===== config.mk =====
export PLATFORM = sky130hd
export DESIGN_NAME = fetch_unit
export DESIGN_NICKNAME = d
export VERILOG_FILES = /design/src/rtl/fetch_unit.sv
export SDC_FILE = /design/constraint.sdc
export NUM_CORES = 1
export LEC_CHECK = 0
export CAP_MARGIN = 40
export CORE_AREA = 2 2 94 96
export DETAILED_ROUTE_END_ITERATION = 7
export DIE_AREA = 0 0 96 98
export SLEW_MARGIN = 10
export SYNTH_ARGS = -nofsm -noshare
export SYNTH_HDL_FRONTEND = slang
export SYNTH_SLANG_ARGS = --single-unit

===== constraint.sdc =====
create_clock -name clk -period 1.9 [get_ports clk]
set_input_delay 0.19 -clock clk [delete_from_list [all_inputs] [get_ports clk]]
set_output_delay 0.19 -clock clk [all_outputs]
set_load 0.02 [all_outputs]

===== src/rtl/fetch_unit.sv =====
// Instruction fetch FSM: requests one word per PC, captures it into IR and strobes pc_en.
// Define FETCH_TIMEOUT_EN to add a 4-bit REQ watchdog that raises a sticky fetch_error.
module fetch_unit (
  input  logic        clk,
  input  logic        reset,
  input  logic        start,
  input  logic [31:0] PCNext,
  input  logic        imem_ready,
  input  logic [31:0] imem_rdata,
  output logic        imem_req,
  output logic [31:0] imem_addr,
  output logic [3:0]  Id,
  output logic [17:0] Imm,
  output logic        instr_valid,
  output logic        pc_en,
  output logic        halted,
  output logic        fetch_error
);

  typedef enum logic [1:0] {StIdle, StReq, StValid, StHalt} state_e;

  localparam logic [3:0] OpEnd = 4'b0010;

  state_e      state;
  logic [31:0] ir;
  logic        timeout;

  assign Id  = ir[31:28];
  assign Imm = ir[17:0];

  // Middle IR bits and the byte offset of the PC are intentionally dropped.
  logic unused_bits;
  assign unused_bits = ^{ir[27:18], PCNext[1:0]};

`ifdef FETCH_TIMEOUT_EN
  logic [3:0] wd;

  // Fires on the 15th consecutive REQ cycle without a memory response.
  assign timeout = (state == StReq) && !imem_ready && (wd == 4'd14);

  always_ff @(posedge clk or posedge reset) begin
    if (reset) begin
      wd          <= 4'd0;
      fetch_error <= 1'b0;
    end else if (state == StReq) begin
      if (!imem_ready) wd <= wd + 4'd1;
      if (timeout) fetch_error <= 1'b1;
    end else begin
      wd <= 4'd0;
    end
  end
`else
  assign timeout     = 1'b0;
  assign fetch_error = 1'b0;
`endif

  always_ff @(posedge clk or posedge reset) begin
    if (reset) begin
      state       <= StIdle;
      ir          <= 32'd0;
      imem_req    <= 1'b0;
      imem_addr   <= 32'd0;
      instr_valid <= 1'b0;
      pc_en       <= 1'b0;
      halted      <= 1'b0;
    end else begin
      instr_valid <= 1'b0;
      pc_en       <= 1'b0;
      case (state)
        StIdle: begin
          if (start) begin
            state     <= StReq;
            imem_req  <= 1'b1;
            imem_addr <= {PCNext[31:2], 2'b00};
          end
        end
        StReq: begin
          if (imem_ready) begin
            ir          <= imem_rdata;
            state       <= StValid;
            imem_req    <= 1'b0;
            instr_valid <= 1'b1;
            pc_en       <= 1'b1;
          end else if (timeout) begin
            state    <= StHalt;
            imem_req <= 1'b0;
            halted   <= 1'b1;
          end
        end
        StValid: begin
          if (ir[31:28] == OpEnd) begin
            state  <= StHalt;
            halted <= 1'b1;
          end else if (start) begin
            state     <= StReq;
            imem_req  <= 1'b1;
            imem_addr <= {PCNext[31:2], 2'b00};
          end else begin
            state <= StIdle;
          end
        end
        StHalt: begin
          state <= StHalt;
        end
        default: begin
          state <= StIdle;
        end
      endcase
    end
  end

endmodule


==> impl.org <==
** Routing
- Post-detailed-route wirelength per cell :: between 10 and 15 um
- DR WL met2 :: ~2.5 mm
- Total routed wirelength :: just over 5 mm
- Highest metal layer with signal wires :: met4
- Remaining antenna violation count :: 0
- Met3 Wirelength :: between 300 and 400 um
- Metal-1 WL :: between 2 and 2.5 mm
- Initial DRC count :: 29
- Using the TritonRoute via totals, the vias-per-cell ratio works out to 4.15.
- For this run, design rule violations remaining after detail routing come to 0.
- DRT Pass-1 Iters :: 2
- Number of vias in the routed layout :: ~1500

** CTS
- Setup bufs post-CTS :: 0
- CTS placed an instance of clkbuf_8 at the clock tree root.
- Buffers inserted to repair hold after CTS numbered 0.
- TritonCTS built the clock tree.
- CTS buffer count :: 9
- The H-tree was split into 3 levels.
- The clock reaches the later pin of the worst-skew pair after about 340 ps.
- After clock tree synthesis, the clock-pin slew on the worst setup and hold paths is roughly 70 ps.
- Buffer levels on the longest clock path :: 2
- Number of gates resized after cts :: 0
- Clock tree synthesis found a total of 57 sinks.

** STA
- On the final layout, the worst hold slack is 233 ps.
- Setup violations remaining at the end of the flow were counted as 0.
- Setup slack closes at about 290 ps.
- Setup repair after global routing left no endpoint under its margin.
- Highest clock rate :: around 0.62 GHz
- Count of pins over their slew limit :: 0
- After layout, the minimum clock period comes to 1610 ps.
- Final hold viol count :: 0
- The worst path uses around 85% of the clock period.
- The clock arrives with between 8 and 9 ps of skew.
- TNS Setup :: 0 ps

** Status
- The run finished with clean final reports.

** Worst setup path
- Capture instance of the worst register-to-register path :: imem_addr[26]
- Worst R2R Setup Slack :: ~290 ps
- Worst path arrival time :: 1820 ps
- Maximum fanout along the worst path :: 16
- Critical path origin :: ir[31]
- R2R Path Start :: ir[31]
- The setup path with the least slack is of type register to register.
- Data required time of the worst path :: ~2100 ps
- STA classifies the critical path endpoint as a register.
- STA classifies the critical path startpoint as a register.
- Cells on worst reg2reg path :: 4

** Floorplanning
- FP Rows :: 34
- The die covers about 9400 um2.
- Once the floorplan was initialized, standard cells occupied 27.3% of the core.
- Number of top-level pins :: 127
- The floorplan step defined a core boundary enclosing 8470 um2.
- Horizontal die dimension :: roughly 96 um
- Die Ht :: about 98 um

** Power and ir drop
- Portion of total power attributed to sequential cells :: between 30% and 40%
- Total Power Consumption :: between 6 and 7 mW
- Max IR drop VDD :: ~0.00064 V
- Combinational cells account for 47.5% of the total power.
- Summed over all nets, the switching power comes to around 2.2 mW.
- Power density relative to cell area :: approximately 1800 nW/um2
- Internal cell power :: 4.72 mW
- Switching fraction of total power :: 32.0%
- Leakage power total :: 1.64 nW
- Power share of the clock group :: a little over a fifth

** Hold path
- The path class of the tightest hold or removal check is input pin to asynchronous set/reset pin.

** Yosys
- Most used standard cell by instance count after synthesis :: dfrtp_1
- After synthesis, the share of cell area in mux cells is 30.1%.
- By area the synthesized netlist is led by dfrtp_1, mux2_4, mux2_2.
- Synthesized-area fraction occupied by xor and xnor cells :: 0%
- Summing the areas of all fa, ha and maj instances in the mapped netlist gives 0% of the synthesized area.
- The biggest area contributor in the post-synthesis netlist is dfrtp_1.
- Count of flip-flops with a built-in enable after synthesis :: 0
- Dominant combinational cell family by area after synthesis :: multiplexers
- Seq/Total Area, Yosys :: between 60 and 70%
- The cell area that synthesis handed to floorplanning was 2310 um2.
- Averaged over all synthesized cells, the footprint is 16.9 um2.
- In this run, distinct cell masters in the synthesized netlist total 19.
- After Yosys synthesis, and, or, nand and nor cells account for under 10% of the synthesized area.
- Area share of the leading cell type in the synthesized netlist :: 61.8%
- The commonest cells after synthesis are dfrtp_1, mux2_4, mux2_2, buf_4, inv_1.
- Post-synthesis compound-gate area fraction :: under 10%
- After synthesis the netlist holds a flip-flop and latch count of 57.
- Proportion of register bits with asynchronous set or reset after synthesis :: between 90% and 100%
- For this run, the number of Yosys warnings is 0.
- Primary flip-flop cell chosen by synthesis mapping :: dfrtp_1
- Synthesis handed over a netlist of about 140 instances.

** Placed design
- Routability-driven placement congestion ratio :: 0.661
- Inst Count DP :: approximately 350
- Number of buffer cells added on primary ports :: 111
- After legalization and detailed placement, the total HPWL measured approximately 3.5 mm.
- At the placement stage, the worst setup path has a slack of around 220 ps.
- DP Area :: around 3600 um2

** Layout
- For this run, the post-layout net count is between 300 and 400.
- Cells with a size suffix above 1 make up a little under 30% of the layout.
- Count of placed standard cells in the final layout, fillers left out :: ~370
- Antenna fix cells :: 0
- Compared with the post-synthesis result, the final layout area differs by 66.3%.
- Finished layout cell area :: roughly 3800 um2
- Final core utilization :: a little under half

** Global route
- The initial antenna violation count is 0.
- The number of global-route vias before repair was ~1700.
- The first global-routing pass estimated 8.24 mm of wire.
- In the global route stage, overall resource usage came out at a little under an eighth.
- Entering global routing, the biggest net connects 58 pins.
- Total congestion overflow after global routing :: 0

** Run
- Max Cap Viol :: 0
-- power by group through the flow --
stage	Sequential [mW]	Clock (mW)	Combinational, mW
after floorplan	2.90	0	1.08
after global placement	2.17	0	3.31
after detailed placement	2.20	0	3.33
after CTS	2.18	1.52	3.35
after global routing	2.26	1.58	3.48
final	2.17	1.47	3.29
-- sequential cells by signal (all words and copies together) (netlist names) --
name,count
imem_req,1
pc_en,1
halted,1
imem_addr,30
ir,22
state,2
-- cell usage in the layout, fill, tap and decap left out, types with 2 or more instances in the layout --
cell type and count:
buf_12 4, bufinv_16 3, clkbuf_8 12, clkdlybuf4s50_1 111
conb_1 3, dfrtp_1 57, inv_1 3, mux2_2 23
mux2_4 29, nand2_1 3, o21ai_0 2
-- critical path: stages, from the launching register on --
cell and delay [ps]:
dfrtp_1 420, nor4b_4 440, a21oi_4 130, buf_12 180, mux2_4 300
-- layout make-up --
cell class	instances	area, um2
flip-flops and latches	57	1430
multi-input cells	69	808
inverters	4	15.0
well taps	108	135
fillers	800	4630
clock inverters	4	97.6
repair buffers	115	1190
clock buffers	12	165
-- how the worst max path moves through the flow --
stage	end	slack, ps	cells past startpoint
floorplan	halted	310	1
global placement	imem_addr[3]	250	5
detailed placement	imem_addr[3]	220	5
CTS	Id[0]	270	1
global route	imem_addr[30]	240	4
finish	imem_addr[26]	290	4
-- cells by family (layout without fill, tap and decap cells) --
family          count (synthesis)  after routing
simple gates                    8              8
mux                            52             52
flops                          57             57
compound gates                  6              6
other cells                     1              3
buf+inv                        13            135
-- layer usage --
layer / global-route usage (%) / vias to the layer above
li1: - / 700
met1: 13.2 / 763
met2: 18.3 / 57
met3: 4.86 / 11
met4: 5.93 / 0
met5: 0 / -
(Power assumes the default switching activity.)
